--- config.mk ---
export PLATFORM = sky130hd
export DESIGN_NAME = fu_wb_arbiter
export DESIGN_NICKNAME = d
export VERILOG_FILES = /design/src/rtl/fu_wb_arbiter.sv
export SDC_FILE = /design/constraint.sdc
export NUM_CORES = 1
export LEC_CHECK = 0
export ABC_AREA = 1
export ABC_CLOCK_PERIOD_IN_PS = 4600
export CORE_MARGIN = 2
export CORE_UTILIZATION = 30
export CTS_CLUSTER_SIZE = 20
export DETAILED_ROUTE_END_ITERATION = 16
export DONT_BUFFER_PORTS = 1
export GPL_ROUTABILITY_DRIVEN = 0
export GPL_TIMING_DRIVEN = 1
export PLACE_DENSITY = 0.43
export SLEW_MARGIN = 10
export SYNTH_ARGS = -nofsm -noshare
export SYNTH_HDL_FRONTEND = slang
export SYNTH_SLANG_ARGS = --single-unit
--- constraint.sdc ---
create_clock -name clk -period 4.6 [get_ports clk]
set_input_delay 0.46 -clock clk [delete_from_list [all_inputs] [get_ports clk]]
set_output_delay 0.46 -clock clk [all_outputs]
set_load 0.01 [all_outputs]
--- src/rtl/fu_wb_arbiter.sv ---
// Writeback arbiter: per-FU holding slots for finish pulses, round-robin grant
// onto the single register-file/scoreboard writeback port.
module fu_wb_arbiter #(
   parameter int NUM_FU = 4,
   parameter int DATA_W = 32,
   parameter int RD_W   = 5,
   localparam int SRC_W = (NUM_FU > 1) ? $clog2(NUM_FU) : 1
) (
   input  logic                     clk,
   input  logic                     rst,
   input  logic [NUM_FU-1:0]        fu_finish,
   input  logic [NUM_FU*DATA_W-1:0] fu_res,
   input  logic [NUM_FU*RD_W-1:0]   fu_rd,
   output logic [NUM_FU-1:0]        fu_ready,
   output logic                     wb_valid,
   output logic                     wb_we,
   output logic [RD_W-1:0]          wb_rd,
   output logic [DATA_W-1:0]        wb_data,
   output logic [SRC_W-1:0]         wb_src,
   output logic [NUM_FU-1:0]        ovf_err
);

   logic [NUM_FU-1:0] hold_v;
   logic [RD_W-1:0]   hold_rd   [NUM_FU];
   logic [DATA_W-1:0] hold_data [NUM_FU];
   logic [SRC_W-1:0]  rr_ptr;

   logic [NUM_FU-1:0] grant;
   logic [SRC_W-1:0]  gnt_idx;
   logic [SRC_W-1:0]  cand;
   logic              gnt_any;

   // First valid slot at or above rr_ptr, wrapping modulo NUM_FU.
   always_comb begin
      grant   = '0;
      gnt_idx = '0;
      gnt_any = 1'b0;
      cand    = '0;
      for (int unsigned k = 0; k < NUM_FU; k++) begin
         cand = SRC_W'((32'(rr_ptr) + k) % NUM_FU);
         if (!gnt_any && hold_v[cand]) begin
            grant[cand] = 1'b1;
            gnt_idx     = cand;
            gnt_any     = 1'b1;
         end
      end
   end

   // A slot being drained this cycle may be refilled at the same edge.
   assign fu_ready = ~hold_v | grant;

   always_ff @(posedge clk) begin
      if (rst) begin
         hold_v   <= '0;
         rr_ptr   <= '0;
         wb_valid <= 1'b0;
         wb_we    <= 1'b0;
         wb_rd    <= '0;
         wb_data  <= '0;
         wb_src   <= '0;
         ovf_err  <= '0;
         for (int unsigned i = 0; i < NUM_FU; i++) begin
            hold_rd[i]   <= '0;
            hold_data[i] <= '0;
         end
      end else begin
         for (int unsigned i = 0; i < NUM_FU; i++) begin
            if (fu_finish[i] && fu_ready[i]) begin
               hold_v[i]    <= 1'b1;
               hold_rd[i]   <= fu_rd[i*RD_W +: RD_W];
               hold_data[i] <= fu_res[i*DATA_W +: DATA_W];
            end else if (grant[i]) begin
               hold_v[i] <= 1'b0;
            end
            if (fu_finish[i] && !fu_ready[i])
               ovf_err[i] <= 1'b1;
         end

         wb_valid <= gnt_any;
         wb_we    <= gnt_any && (hold_rd[gnt_idx] != '0);
         if (gnt_any) begin
            wb_rd   <= hold_rd[gnt_idx];
            wb_data <= hold_data[gnt_idx];
            wb_src  <= gnt_idx;
            rr_ptr  <= (int'(gnt_idx) == NUM_FU - 1) ? '0 : gnt_idx + 1'b1;
         end
      end
   end

endmodule

After elaboration in Yosys (flattened, before gate mapping) --
Memories as Yosys holds them, arrays and structs flattened. A register that Yosys moved wholly into a read port is not among the register bits. Cells that the tools add are included.
Word-level totals: input port bits 154, bits in registers 19, memories 2, output and inout port bits 49, RAM bits 148, word-level logic and storage cells 128
Cells by class: equal/unequal tests 1, bitwise operators 13, $add $sub $neg 4, order comparisons 8, multiplexer cells 59, reduce and logical (&&, ||, !) cells 28
Memory list:
- hold_data | words 4, width 32, read ports 1, clocked after memory_dff 1, write ports 4, line 25 | logic [DATA_W-1:0] hold_data [NUM_FU];
- hold_rd | words 4, width 5, read ports 1, clocked after memory_dff 0, write ports 4, line 24 | logic [RD_W-1:0] hold_rd [NUM_FU];
Operators with widths (number):
- $mux 32 | 4
- $mux 1 | 34
- $mux 5 | 4
- $logic_and 1x1->1 | 16
- $mux 4 | 4
- $or 4x4->4 | 4
- $lt 2x3->1 const B | 4
- $mux 2 | 5
- $bmux 1 s2 | 4
- $demux 1 s2 | 4
- $ge 2x1->1 const B | 4
- $or 1x1->1 | 8
- $reduce_bool 2->1 | 4
- $logic_not 1->1 | 7
- $reduce_bool 5->1 | 1
- $add 2x1->2 const B | 2
- $add 2x2->2 const B | 2
- $not 4->4 | 1
- $eq 2x1->1 const B | 1

Longest topological paths before layout --
depth after elaboration 18, mapped depth 18, gate-level depth less buffers 16

Least setup slack after synthesis --
OpenSTA, ideal clock, no wires.
path type reg-to-reg, from register rr_ptr[0], to memory hold_data[1][0], enable pin, arrival 4341 ps, period minus slack after synthesis 4824 ps, setup time 483 ps, required time 4117 ps, buffers on the path 1, cell stages (with the launch flop) 15, setup slack -224 ps, path through dfxtp_1 -> buf_6 -> inv_4 -> ha_1 -> inv_1 -> nand3_1 -> nand2_2 -> inv_2 -> nor2_4 -> nand2_1 -> inv_1 -> nand2_1 -> nand3_1 -> nor3_2 -> o21ai_0
RTL lines:
- from (decl) | line 26 | logic [SRC_W-1:0] rr_ptr;
- from (signal assigned) | line 85 | rr_ptr <= (int'(gnt_idx) == NUM_FU - 1) ? '0 : gnt_idx + 1'b1;
- to (decl) | line 25

Final worst setup path --
from register rr_ptr[0], to register wb_data[24], read port of hold_data
On the way: cells in the longest elaborated chain, start to end 12, elaborated cells between the ends (all ways) 25, classes of those cells add/sub: 3; mux: 16; reduce/logical: 6
Ends and longest elaborated chain:
- branches (longest 12 deep; another with $add 2x1->2)
- to (decl) | line 18 | output logic [DATA_W-1:0] wb_data,
Several ways; the timed one is not identified. The select of a mux whose other input is x is not followed. A chain may end at the register's enable or synchronous reset.

==> results.sh <==
export IMPL_status="completed"
export IMPL_clk_pin_slew_worst_paths_ps=70
export IMPL_design_area_sq_um=10100
export IMPL_regToRegStartpoint="rr_ptr[0]$_SDFFE_PP0P_"
export IMPL_cpMostUsedCell="nand2_2"
export IMPL_grt_pass1_vias=6298
export IMPL_min_period_over_period_pct=73.2
export IMPL_grt_max_degree=60
export IMPL_synthArstFlopShare_pct=0
export IMPL_hold_violations=0
export IMPL_vias_per_cell=4.57
export IMPL_detail_route_antenna_nets=0
export IMPL_worstReg2RegEnd="wb_data[24]$_SDFFE_PP0P_"
export IMPL_dr_total_vias=6331
export IMPL_seq_area_sq_um=5470
export IMPL_synthCells=995
export IMPL_rsz0062_at_grt="false"
export IMPL_cp_slowest_cell="dfxtp_1"
export IMPL_die_area_sq_um=32100
export IMPL_fin_ws_ps=1230
export IMPL_die_h_microns=179
export IMPL_skew_ps=11.5
export IMPL_synth_seq_area_share_pct=59.3
export IMPL_io_buffers=0
export IMPL_synth_top_family_by_area="simple AND/OR/NAND/NOR gates"
export IMPL_final_layout_size_suffix_gt1_share_pct=7.79
export IMPL_hold_end="hold_v[2]$_SDFFE_PP0P_"
export IMPL_grtUsageTotal_pct=16.4
export IMPL_maxCapViolations=0
export IMPL_start_util_pct=30.3
export IMPL_fp_row_count=64
export IMPL_yosysUniqueCellTypes=34
export IMPL_dpl_instance_area_sq_um=9480
export IMPL_synthSimpleGateAreaFrac_pct=17.4
export IMPL_slowest_delay_ps=670
export IMPL_antenna_cells=0
export IMPL_syn_to_final_growth_pct=9.24
export IMPL_crit_required_ps=4910
export IMPL_multiInputGateArea_sq_um=2630
export IMPL_dieWidth_microns=179
export IMPL_fin_util_pct=33.1
export IMPL_power_mw=7.11
export IMPL_syn_cell_area_sq_um=9210
export IMPL_start_kind="register"
export IMPL_slew_viol_final=0
export IMPL_antenna_found_initial=0
export IMPL_synth_area_mux_share_pct=0
export IMPL_yosys_warnings=0
export IMPL_synth_xor_area_share_pct=0
export IMPL_worstMarginPinSlew_ps=798
export IMPL_root_buffer="clkbuf_16"
export IMPL_post_cts_setup_buffer_count=0
export IMPL_clk_path_buf_depth=2
export IMPL_path_cells="inv_4, ha_1, inv_1, nand3_1, nand2_2, inv_2, nor2_4, nand4_1, nand2_2, buf_4, nor2_1, o21ai_0, a31oi_1"
export IMPL_dp_hpwl_microns=16900
export IMPL_grt_overflow=0
export IMPL_place_ws_ps=1180
export IMPL_synth_edf_count=148
export IMPL_reg2reg_depth=13
export IMPL_grt_pass1_wl_microns=38200
export IMPL_crit_arrival_ps=3670
export IMPL_hold_start="rst"
export IMPL_dr_pass1_iters=5
export IMPL_drtIter0Drc=445
export IMPL_ys_ff_latch=199
export IMPL_post_cts_resized=0
export IMPL_yosys_area_share_adder_pct=0.815
export IMPL_syn_area_per_cell_sq_um=9.26
export IMPL_routed_wl_microns=26000
export IMPL_fin_cells=1385
export IMPL_power_per_cell_area_nw_per_um2=707
export IMPL_cts_tree="yes"
export IMPL_cts_sinks=199
export IMPL_holdBufCountCts=0
export IMPL_wl_per_cell_microns=18.8
export IMPL_dp_cells=1353
export IMPL_fmax_mhz=297
export IMPL_vdd_ir_drop_max_uv=532
export IMPL_finalNetCount=1136
export IMPL_hold_slack_ps=77.5
export IMPL_fillCellCount=3195
export IMPL_path_max_fanout=33
export IMPL_synth_nets=1155
export IMPL_drc=0
export IMPL_ios=203
export IMPL_endpoint_kind="register"
export IMPL_htree_levels=4
export IMPL_hold_class="primary input to register"
export IMPL_synth_ff_type="edfxtp_1"
export IMPL_layout_common_cells="nor2_1, inv_1, edfxtp_1"
export IMPL_core_sq_um=30400
export IMPL_leakage_nw=4.52
export IMPL_mostFrequentLayoutCell="nor2_1"
export IMPL_relSlewSlack_pct=46.7
export IMPL_hold_depth=1
export IMPL_tns_ps=0
export IMPL_worstSetupPathType="register to register"
export IMPL_fin_crit_ps=3370
export IMPL_rrSetupSlack_ps=1230
export IMPL_numCtsBuffers=17
export IMPL_insertion_delay_ps=450
export IMPL_setup_viol=0
export IMPL_synth_compound_area_share_pct=9.73
report_power, final:
group / total, mW / internal (mW) / switching, mW / leakage (nW)
Clock: 1.51 / 0.819 / 0.694 / 0.272
Combinational: 2.98 / 0.833 / 2.14 / 2.22
Sequential: 2.62 / 2.36 / 0.263 / 2.03
Total: 7.11 / 4.01 / 3.10 / 4.52
cells in the mapped netlist (2+ instances only):
cell | number | area, sq um
nor2_1 | 211 | 792
inv_1 | 206 | 773
edfxtp_1 | 148 | 4440
nand2_1 | 110 | 413
o21ai_0 | 61 | 305
dfxtp_1 | 51 | 1020
o211ai_1 | 36 | 270
nand3_1 | 30 | 150
a31oi_1 | 25 | 156
buf_6 | 16 | 180
clkbuf_1 | 14 | 52.6
buf_4 | 11 | 82.6
a21oi_1 | 9 | 45.0
inv_2 | 9 | 33.8
o21ai_1 | 9 | 45.0
buf_2 | 6 | 30.0
ha_1 | 6 | 75.1
nand2_2 | 5 | 31.3
nand3_4 | 4 | 70.1
o21a_1 | 4 | 30.0
a22oi_1 | 3 | 22.5
nand2_4 | 3 | 33.8
nand4_1 | 3 | 18.8
nor3_2 | 3 | 30.0
clkinv_1 | 2 | 7.51
nor2_4 | 2 | 22.5
flip-flops by register name, indices dropped and copies added, names as in the netlist:
signal,count
hold_rd,20
rr_ptr,2
hold_data,128
wb_valid,1
wb_data,32
wb_src,2
wb_we,1
ovf_err,4
hold_v,4
wb_rd,5
layer usage:
metal	wire (microns)	share of wire, %	vias to the layer above	track usage, %
met5	0	0	-	0
met4	423	1.6	0	4.87
met3	1500	5.8	26	4.75
met2	12400	48	166	27.4
met1	11700	45	3016	20.7
li1	-	-	3123	-
cell type report:
type                            count  share of cell area [%]
Sequential cell                   199                    54.3
Clock buffer                       21                    4.48
Multi-Input combinational cell    530                    26.1
Inverter                          218                    8.16
Tap cell                          396                    4.92
Timing Repair Buffer               10                   0.746
Clock inverter                     11                    1.26
critical path, delay by kind of cell, from the launching register on:
family,cells,cell delay [ps]
simple gates,6,1170
compound gates,2,300
fa+ha+maj,1,380
buf+inv,4,690
flops,1,670
worst max path at each step:
| stage | startpoint | end | slack (ps) | cells after the start |
|---|---|---|---|---|
| 3_3_place_gp | rr_ptr[0]$_SDFFE_PP0P_ | wb_data[24]$_SDFFE_PP0P_ | 1250 | 13 |
| 4_1_cts | rr_ptr[0]$_SDFFE_PP0P_ | wb_data[24]$_SDFFE_PP0P_ | 1150 | 13 |
| 5_1_grt | rr_ptr[0]$_SDFFE_PP0P_ | wb_data[3]$_SDFFE_PP0P_ | 870 | 13 |
| 6_report | rr_ptr[0]$_SDFFE_PP0P_ | wb_data[24]$_SDFFE_PP0P_ | 1230 | 13 |
| 3_5_place_dp | rr_ptr[0]$_SDFFE_PP0P_ | wb_data[22]$_SDFFE_PP0P_ | 1180 | 13 |
| 2_1_floorplan | rr_ptr[0]$_SDFFE_PP0P_ | hold_data[1][0]$_SDFFCE_PN0P_ | 780 | 14 |
cell families after synthesis:
kind of cell / after synthesis
AO/OA/AOI/OAI: 149
adder cells (fa/ha/maj): 6
buffers and inverters: 266
flip-flops: 199
AND/OR/NAND/NOR: 375
(Power assumes the default switching activity.)
